## src/rtl/pw_trigger_seq.sv

```systemverilog
// pw_trigger_seq: trigger pulse-train sequencer for the front-end clock domain.
// A start (match & arm & enable while idle) latches the per-pulse delay/width
// tables and the pulse count, then plays out up to pNUM_TRIGGER_PULSES pulses.
// Optional feature macro: PW_TRIG_CAPTURE_DELAY_EN. When it is defined, a separate
// countdown times the capture-start pulse. Otherwise the capture pulse follows
// the start directly.
module pw_trigger_seq #(
   parameter int pNUM_TRIGGER_PULSES  = 8,
   parameter int pNUM_TRIGGER_WIDTH   = 4,
   parameter int pTRIG_CNT_WIDTH      = 24,
   parameter int pCAPTURE_DELAY_WIDTH = 18
) (
   input  logic                                           fe_clk,
   input  logic                                           reset_n,
   input  logic                                           arm_i,
   input  logic                                           trigger_enable_i,
   input  logic                                           match_i,
   input  logic [pTRIG_CNT_WIDTH*pNUM_TRIGGER_PULSES-1:0] trigger_delay_i,
   input  logic [pTRIG_CNT_WIDTH*pNUM_TRIGGER_PULSES-1:0] trigger_width_i,
   input  logic [pNUM_TRIGGER_WIDTH-1:0]                  num_triggers_i,
   input  logic [pCAPTURE_DELAY_WIDTH-1:0]                capture_delay_i,
   output logic                                           trigger_o,
   output logic                                           capture_enable_pulse_o,
   output logic                                           busy_o,
   output logic [pNUM_TRIGGER_WIDTH-1:0]                  pulse_index_o,
   output logic                                           done_pulse_o
);
   localparam int P  = pNUM_TRIGGER_PULSES;
   localparam int NW = pNUM_TRIGGER_WIDTH;
   localparam int CW = pTRIG_CNT_WIDTH;

   typedef enum logic [1:0] {IDLE, DELAY, PULSE} state_t;

   state_t           state_q, state_d;
   logic [CW-1:0]    cnt_q, cnt_d;
   logic [NW-1:0]    idx_q, idx_d, num_q, num_d;
   logic [CW*P-1:0]  dly_q, dly_d, wid_q, wid_d;
   logic             trigger_q, trigger_d;
   logic             busy_q, busy_d;
   logic             done_q, done_d;
   logic             cap_q, cap_d;
   logic             start, abort;
   logic [NW-1:0]    idx_inc;

   // Table lookup by pulse index; a plain loop keeps the index width independent of P.
   function automatic logic [CW-1:0] pick(input logic [CW*P-1:0] vec, input logic [NW-1:0] k);
      logic [CW-1:0] r;
      r = '0;
      for (int i = 0; i < P; i++) begin
         if (int'(k) == i) r = vec[i*CW +: CW];
      end
      return r;
   endfunction

   // Counters hold "cycles remaining after this one", so a programmed 0 or 1 both load 0.
   function automatic logic [CW-1:0] load_val(input logic [CW-1:0] v);
      return (v == '0) ? '0 : v - CW'(1);
   endfunction

   function automatic logic [NW-1:0] clamp_num(input logic [NW-1:0] n);
      if (n == '0) return NW'(1);
      if (int'(n) > P) return NW'(P);
      return n;
   endfunction

   assign start   = (state_q == IDLE) && match_i && arm_i && trigger_enable_i;
   assign abort   = (state_q != IDLE) && !arm_i;
   assign idx_inc = idx_q + NW'(1);

   // Pulse-train state machine: next state, counters and registered outputs.
   always_comb begin
      state_d   = state_q;
      cnt_d     = cnt_q;
      idx_d     = idx_q;
      num_d     = num_q;
      dly_d     = dly_q;
      wid_d     = wid_q;
      trigger_d = trigger_q;
      done_d    = 1'b0;
      unique case (state_q)
         IDLE: begin
            trigger_d = 1'b0;
            cnt_d     = '0;
            if (start) begin
               dly_d = trigger_delay_i;
               wid_d = trigger_width_i;
               num_d = clamp_num(num_triggers_i);
               idx_d = '0;
               if (trigger_delay_i[CW-1:0] == '0) begin
                  // Zero first delay: the pulse starts on the very next cycle.
                  state_d   = PULSE;
                  trigger_d = 1'b1;
                  cnt_d     = load_val(trigger_width_i[CW-1:0]);
               end else begin
                  state_d = DELAY;
                  cnt_d   = trigger_delay_i[CW-1:0] - CW'(1);
               end
            end
         end
         DELAY: begin
            if (abort) begin
               state_d   = IDLE;
               trigger_d = 1'b0;
               cnt_d     = '0;
            end else if (cnt_q == '0) begin
               state_d   = PULSE;
               trigger_d = 1'b1;
               cnt_d     = load_val(pick(wid_q, idx_q));
            end else begin
               cnt_d = cnt_q - CW'(1);
            end
         end
         PULSE: begin
            if (abort) begin
               state_d   = IDLE;
               trigger_d = 1'b0;
               cnt_d     = '0;
            end else if (cnt_q == '0) begin
               trigger_d = 1'b0;
               if (int'(idx_q) + 1 < int'(num_q)) begin
                  // Later delays count low time after the previous fall; 0 acts as 1.
                  state_d = DELAY;
                  idx_d   = idx_inc;
                  cnt_d   = load_val(pick(dly_q, idx_inc));
               end else begin
                  state_d = IDLE;
                  done_d  = 1'b1;
               end
            end else begin
               cnt_d = cnt_q - CW'(1);
            end
         end
         default: begin
            state_d   = IDLE;
            trigger_d = 1'b0;
         end
      endcase
      // Busy covers the whole train including the done strobe cycle.
      busy_d = (state_d != IDLE) || done_d;
   end

`ifdef PW_TRIG_CAPTURE_DELAY_EN
   localparam int DW = pCAPTURE_DELAY_WIDTH;
   logic [DW-1:0] cap_cnt_q, cap_cnt_d;
   logic          cap_act_q, cap_act_d;

   // Capture countdown runs beside the pulse train; an arm abort cancels it.
   always_comb begin
      cap_cnt_d = cap_cnt_q;
      cap_act_d = cap_act_q;
      cap_d     = 1'b0;
      if (abort) begin
         cap_act_d = 1'b0;
         cap_cnt_d = '0;
      end else if (start) begin
         if (capture_delay_i == '0) begin
            cap_d = 1'b1;
         end else begin
            cap_act_d = 1'b1;
            cap_cnt_d = capture_delay_i - DW'(1);
         end
      end else if (cap_act_q) begin
         if (cap_cnt_q == '0) begin
            cap_d     = 1'b1;
            cap_act_d = 1'b0;
         end else begin
            cap_cnt_d = cap_cnt_q - DW'(1);
         end
      end
   end

   // Capture countdown registers.
   always_ff @(posedge fe_clk) begin
      if (!reset_n) begin
         cap_cnt_q <= '0;
         cap_act_q <= 1'b0;
      end else begin
         cap_cnt_q <= cap_cnt_d;
         cap_act_q <= cap_act_d;
      end
   end
`else
   logic unused_capture_delay;
   assign unused_capture_delay = ^capture_delay_i;

   // Without the delay counter the capture pulse follows the accepted start.
   always_comb cap_d = start;
`endif

   // State, configuration and output registers.
   always_ff @(posedge fe_clk) begin
      if (!reset_n) begin
         state_q   <= IDLE;
         cnt_q     <= '0;
         idx_q     <= '0;
         num_q     <= '0;
         dly_q     <= '0;
         wid_q     <= '0;
         trigger_q <= 1'b0;
         busy_q    <= 1'b0;
         done_q    <= 1'b0;
         cap_q     <= 1'b0;
      end else begin
         state_q   <= state_d;
         cnt_q     <= cnt_d;
         idx_q     <= idx_d;
         num_q     <= num_d;
         dly_q     <= dly_d;
         wid_q     <= wid_d;
         trigger_q <= trigger_d;
         busy_q    <= busy_d;
         done_q    <= done_d;
         cap_q     <= cap_d;
      end
   end

   assign trigger_o              = trigger_q;
   assign capture_enable_pulse_o = cap_q;
   assign busy_o                 = busy_q;
   assign pulse_index_o          = idx_q;
   assign done_pulse_o           = done_q;
endmodule

```

## config.mk

```make
export PLATFORM = sky130hd
export DESIGN_NAME = pw_trigger_seq
export DESIGN_NICKNAME = d
export VERILOG_FILES = /design/src/rtl/pw_trigger_seq.sv
export SDC_FILE = /design/constraint.sdc
export NUM_CORES = 1
export LEC_CHECK = 0
export ABC_AREA = 1
export ABC_CLOCK_PERIOD_IN_PS = 2900
export CAP_MARGIN = 20
export CELL_PAD_IN_SITES_DETAIL_PLACEMENT = 1
export CELL_PAD_IN_SITES_GLOBAL_PLACEMENT = 1
export CORE_ASPECT_RATIO = 0.6
export CORE_UTILIZATION = 34
export CTS_BUF_LIST = sky130_fd_sc_hd__clkbuf_8
export DETAILED_ROUTE_END_ITERATION = 8
export PLACE_DENSITY = 0.82
export SLEW_MARGIN = 15
export SYNTH_ARGS = -nofsm -noshare
export SYNTH_HDL_FRONTEND = slang
export SYNTH_SLANG_ARGS = --single-unit
```

## constraint.sdc

```tcl
create_clock -name fe_clk -period 2.9 [get_ports fe_clk]
set_input_delay 0.29 -clock fe_clk [delete_from_list [all_inputs] [get_ports fe_clk]]
set_output_delay 0.29 -clock fe_clk [all_outputs]
set_load 0.02 [all_outputs]
```

### After elaboration in Yosys (flattened, before gate mapping)

Index checks and enable logic that the tools add are counted.
Widths: inputs -> output; s select.

| word-level totals | value |
|---|---|
| flip-flop bits (word level) | 422 |
| output and inout port bits | 8 |

| cells by class | value |
|---|---|
| $add $sub $neg | 7 |
| order comparisons | 2 |
| equality and inequality tests | 23 |
| mux-type cells | 69 |
| reductions and logical operators | 23 |

Operators by type and width:

| kind | number |
|---|---|
| $mux 24 | 33 |
| $logic_not 24->1 | 5 |
| $sub 24x1->24 const B | 5 |
| $pmux 24 s3 | 1 |
| $eq 4x4->1 const B | 8 |
| $mux 4 | 8 |
| $mux 1 | 18 |
| $eq 4x3->1 const B | 4 |
| $logic_not 4->1 | 3 |
| $mux 2 | 6 |
| $eq 4x2->1 const B | 2 |
| $ne 2x2->1 const B | 4 |
| $pmux 4 s2 | 1 |
| $ne 3x3->1 const B | 2 |
| $pmux 2 s3 | 1 |
| $reduce_and 2->1 | 3 |
| $reduce_bool 2->1 | 3 |
| $add 4x1->5 const B | 1 |
| $lt 5x4->1 | 1 |
| $reduce_and 5->1 | 1 |
| $add 4x1->4 const B | 1 |
| $gt 4x4->1 const B | 1 |
| $logic_and 1x1->1 | 4 |
| $ne 4x4->1 const B | 1 |
| 7 further kinds | 7 |

### Longest topological paths before layout

| depth | value |
|---|---|
| depth after elaboration | 20 |
| depth in mapped cells | 28 |
| mapped depth without buffers | 28 |

### Least setup slack after synthesis

OpenSTA, ideal clock, no wires.

| timing path | value |
|---|---|
| kind | register to register |
| from | register idx_q[1] (netlist: pulse_index_o[1]) |
| to | register cnt_q[10] |
| data arrival time | 3.217 ns |
| data required time | 2.783 ns |
| path slack | -0.434 ns |
| stages on the path, launching flop included | 26 |
| buffers on the path | 2 |
| cell sequence | dfxtp_1 inv_1 ha_1 inv_2 nor2_2 buf_2 nand2_1 nand3_1 nand3_1 nand3_1 nand2_1 nand3_1 a21boi_1 ha_1 inv_1 nor2_1 nand2_1 nor2_1 nand3_4 nand2_4 inv_2 buf_6 a21oi_1 o21ai_1 a21oi_1 nor2_1 |

| on the way | value |
|---|---|
| word-level cells in the longest chain between the ends | 20 |
| elaborated cells between the ends (all ways) | 56 |
| those cells by class | 4 x add/sub; 1 x order compare; 15 x eq/ne; 31 x mux; 5 x reduce/logical |

RTL lines:

| what | line | source |
|---|---|---|
| start, declared | 36 | `logic [NW-1:0] idx_q, idx_d, num_q, num_d;` |
| start signal, assigned | 206 | `idx_q <= idx_d;` |
| $add 4x1->4 | 68 | `assign idx_inc = idx_q + NW'(1);` |
| $logic_not 4->1 | 50 | `if (int'(k) == i) r = vec[i*CW +: CW];` |
| $mux 24 (8 in a row) | 50 |  |
| $mux 24 | 120 | `if (int'(idx_q) + 1 < int'(num_q)) begin` |
| $mux 24 | 118 | `end else if (cnt_q == '0) begin` |
| $mux 24 | 114 | `if (abort) begin` |
| $mux 24 | 80 | `unique case (state_q)` |
| $sub 24x1->24 / $logic_not 24->1 (equally long branches) | 57 | `return (v == '0) ? '0 : v - CW'(1);` |
| $mux 24 | 57 |  |
| $mux 24 | 120 |  |
| $mux 24 | 118 |  |
| $mux 24 | 114 |  |
| $pmux 24 s3 | 80 |  |
| end signal, assigned | 205 | `cnt_q <= cnt_d;` |
| end, declared | 35 | `logic [CW-1:0] cnt_q, cnt_d;` |

Parallel ways exist; a longest one is shown, timed or not. The select of a mux whose other input is x is not followed.
A chain may end at the register's enable or synchronous reset.

### Worst setup path in the final report

| timing path | value |
|---|---|
| from | register idx_q[0] (netlist: pulse_index_o[0]) |
| to | register cnt_q[19] |

The elaborated chain is that of the path after synthesis.

==> flow_metrics.py <==
metrics = {
    "clock_network": {
        "cts_max_level": 3,
        "path_clk_slew_ns": 0.07,
        "clk_latency_ns": 0.71,
        "cts.sink_count": 422,
        "clock_path_buffers": 3,
        "cts-root-buf": "clkbuf_8",
        "cts_tree": "built",
        "numCtsBuffers": 68,
    },
    "die": {
        "die_h_um": 201.8,
        "pin_count": 419,
        "std_cell_rows": 72,
        "design.core.area_mm2": 0.06513,
        "initial_core_util": 0.3473,
        "die_w_um": 335,
        "dieArea_mm2": 0.06760,
    },
    "power_and_ir_drop": {
        "p_total_mw": 27.86,
        "power_density_mw_per_mm2": 860.1,
        "p_leak_nw": 13.78,
        "ir_worst_vdd_uv": 513.3,
    },
    "logic_synthesis": {
        "synth.avg_cell_area_um2": 6.403,
        "synth_top_area_share": 0.3735,
        "ys_async_sr_fraction": 0,
        "synth.cell_area_mm2": 0.02262,
        "netlist_instances": 3533,
        "yosys_warnings": 0,
        "synth_area_leaders": "dfxtp_1, nor2_1, o21ai_0, nand2_1, inv_1",
        "ys_ff_latch": 422,
        "synth_edf_count": 0,
        "synthFlopType": "dfxtp_1",
        "synth_cell_types": 51,
        "yosys-top-cells-count": "nor2_1, nand2_1, o21ai_0",
        "ys_seq_area_frac": 0.3735,
        "synth.most_common_cell": "nor2_1",
        "syn-num-nets": 3965,
        "synth_top_cell_by_area": "dfxtp_1",
    },
    "setup_path": {
        "end_kind": "register",
        "worstPathMaxFanout": 8,
        "start_kind": "register",
        "cp.arrival_ns": 4.21,
        "crit_type": "reg2reg",
        "required_ns": 3.50,
    },
    "grt": {
        "grt_pass1_vias": 26330,
        "overflow": 0,
        "grt_max_degree": 193,
        "grt_pass1_wl_um": 160600,
        "antenna_found_initial": 4,
        "track_usage": 0.3125,
    },
    "route": {
        "drtAntennaViolNets": 0,
        "via_per_inst": 5.277,
        "drt_wl_total_um": 108200,
        "first_iter_violations": 2961,
        "wl_per_cell_um": 21.02,
        "vias": 27170,
        "drcViolationCount": 0,
        "dr.pass1.iters": 6,
    },
    "timing": {
        "fin_crit_ns": 3.607,
        "worst_slack_ns": -0.7070,
        "maxSlewViolCount": 0,
        "rsz0062_at_grt": "true",
        "fmax_ghz": 0.2772,
        "fin_crit_sh": 1.244,
        "setup_violations": 26,
        "max_slew_margin": 0.4229,
        "worst_pin_slew_ns": 0.8657,
        "finalSetupTns_ns": -15.69,
        "clock_skew_ns": 0.05375,
        "hold_viol_final": 0,
    },
    "layout": {
        "fin_nets": 4642,
        "multiInputGateArea_mm2": 0.01272,
        "fillers": 8404,
        "synthToLayoutAreaGrowth_pct": 43.16,
        "finalNonFillerCells": 5149,
        "drive_gt1_frac": 0.1667,
        "final_util": 0.4972,
        "final-seq-area_mm2": 0.008458,
    },
    "placement": {
        "globalplace.congestion": 1.047,
        "place_inst": 5005,
        "dpl.hpwl_um": 84820,
        "portBuffers": 400,
        "place_ws_ns": -0.8250,
    },
    "worst_hold_path": {
        "min_path_type": "in2reg",
    },
    "outcome": {
        "violations": "negative setup slack",
        "status": "complete, but fails checks",
    },
    "run": {
        "cap_violations": 0,
    },
}
[worst max-delay path, stage by stage (launching register included)]
cell	delay, ns
dfxtp_4	0.37
ha_4	0.16
buf_6	0.12
xnor2_4	0.24
buf_6	0.16
nand3_4	0.11
buf_12	0.17
buf_4	0.13
nand2_1	0.07
inv_1	0.04
nand2_1	0.10
nand4_1	0.28
nand2_1	0.17
nand2_2	0.08
a21oi_2	0.16
nand2_2	0.08
nor2_4	0.11
buf_6	0.12
nand3_4	0.08
nor2_4	0.17
nand2_4	0.14
nand3_2	0.13
nand2_1	0.08
nand2_2	0.09
nand2_1	0.05
nand2_1	0.05
a21oi_1	0.05
[sequential cells by signal, summed over array words and instances, names as in the netlist, 2 cells and up]
name	count
dly_q	192
wid_q	192
cnt_q	24
num_q	4
pulse_index_o	4
state_q	2
[final timing paths]
kind | startpoint | to | slack [ns] | depth (start not counted)
max reg2reg | pulse_index_o[0]$_SDFFE_PN0P_ | cnt_q[19]$_SDFFE_PN0P_ | -0.71 | 26
min | reset_n | dly_q[133]$_SDFFE_PN0P_ | 0.03 | 3
min reg2reg | dly_q[128]$_SDFFE_PN0P_ | dly_q[128]$_SDFFE_PN0P_ | 0.46 | 2
max | pulse_index_o[0]$_SDFFE_PN0P_ | cnt_q[19]$_SDFFE_PN0P_ | -0.71 | 26
[layout by cell type, fill, tap and decap left out, drive strengths merged, types with 32 or more instances in the layout]
cell type and instances:
inv 334, nand4 55, a21oi 189, nand3 225, buf 417, clkdlybuf4s50 399
o21ai 517, nor2 819, nand2 573, xor2 32, o211ai 38, clkbuf 84
dfxtp 422
[stage by stage]
| stage | cell area [um2] | hold WS (ns) |
|---|---|---|
| 5_1_grt | 32380 | 0.05140 |
| 6_report | 32380 | 0.02857 |
| 3_5_place_dp | 30250 | 0.4430 |
| 4_1_cts | 32040 | 0.01197 |
| 3_3_place_gp | 30250 | 0.4347 |
| 2_1_floorplan | 22720 | 0.4176 |
[what timing repair did]
item,CTS,global route
endpoints found under the setup margin,29,31
buffers inserted,13,9
pin swaps,41,26
gates resized for setup,74,67
hold buffers,0,0
cloned,1,0
[logic make-up after synthesis]
family          share of synthesized area
simple gates                       0.3212
compound gates                     0.1850
buf+inv                           0.08949
flops                              0.3735
xor+xnor                          0.01930
fa+ha+maj                         0.01161
[report_power, final]
| part | switching [mW] | total, mW | internal [mW] |
|---|---|---|---|
| sequential | 0.328 | 6.58 | 6.25 |
| clock | 2.66 | 5.54 | 2.89 |
| combinational | 9.40 | 15.7 | 6.33 |
| total | 12.4 | 27.9 | 15.5 |
[layer usage]
| metal | vias to the layer above | wire, um | track usage |
|---|---|---|---|
| met5 | - | 38 | 0 |
| met4 | 6 | 1535 | 0.05561 |
| met3 | 117 | 10760 | 0.07090 |
| met2 | 1097 | 42600 | 0.4295 |
| met1 | 13150 | 53320 | 0.4894 |
| li1 | 12800 | - | - |
[final cells by class]
class | count | area share
clock inverter | 34 | 0.007263
antenna | 3 | 0.0002318
multi-input combinational | 2590 | 0.3927
inverter | 312 | 0.03670
clock buffer | 84 | 0.03570
sequential | 422 | 0.2612
tap | 888 | 0.03431
timing repair buffer | 816 | 0.2320
Power figures use the tool's default switching activity.
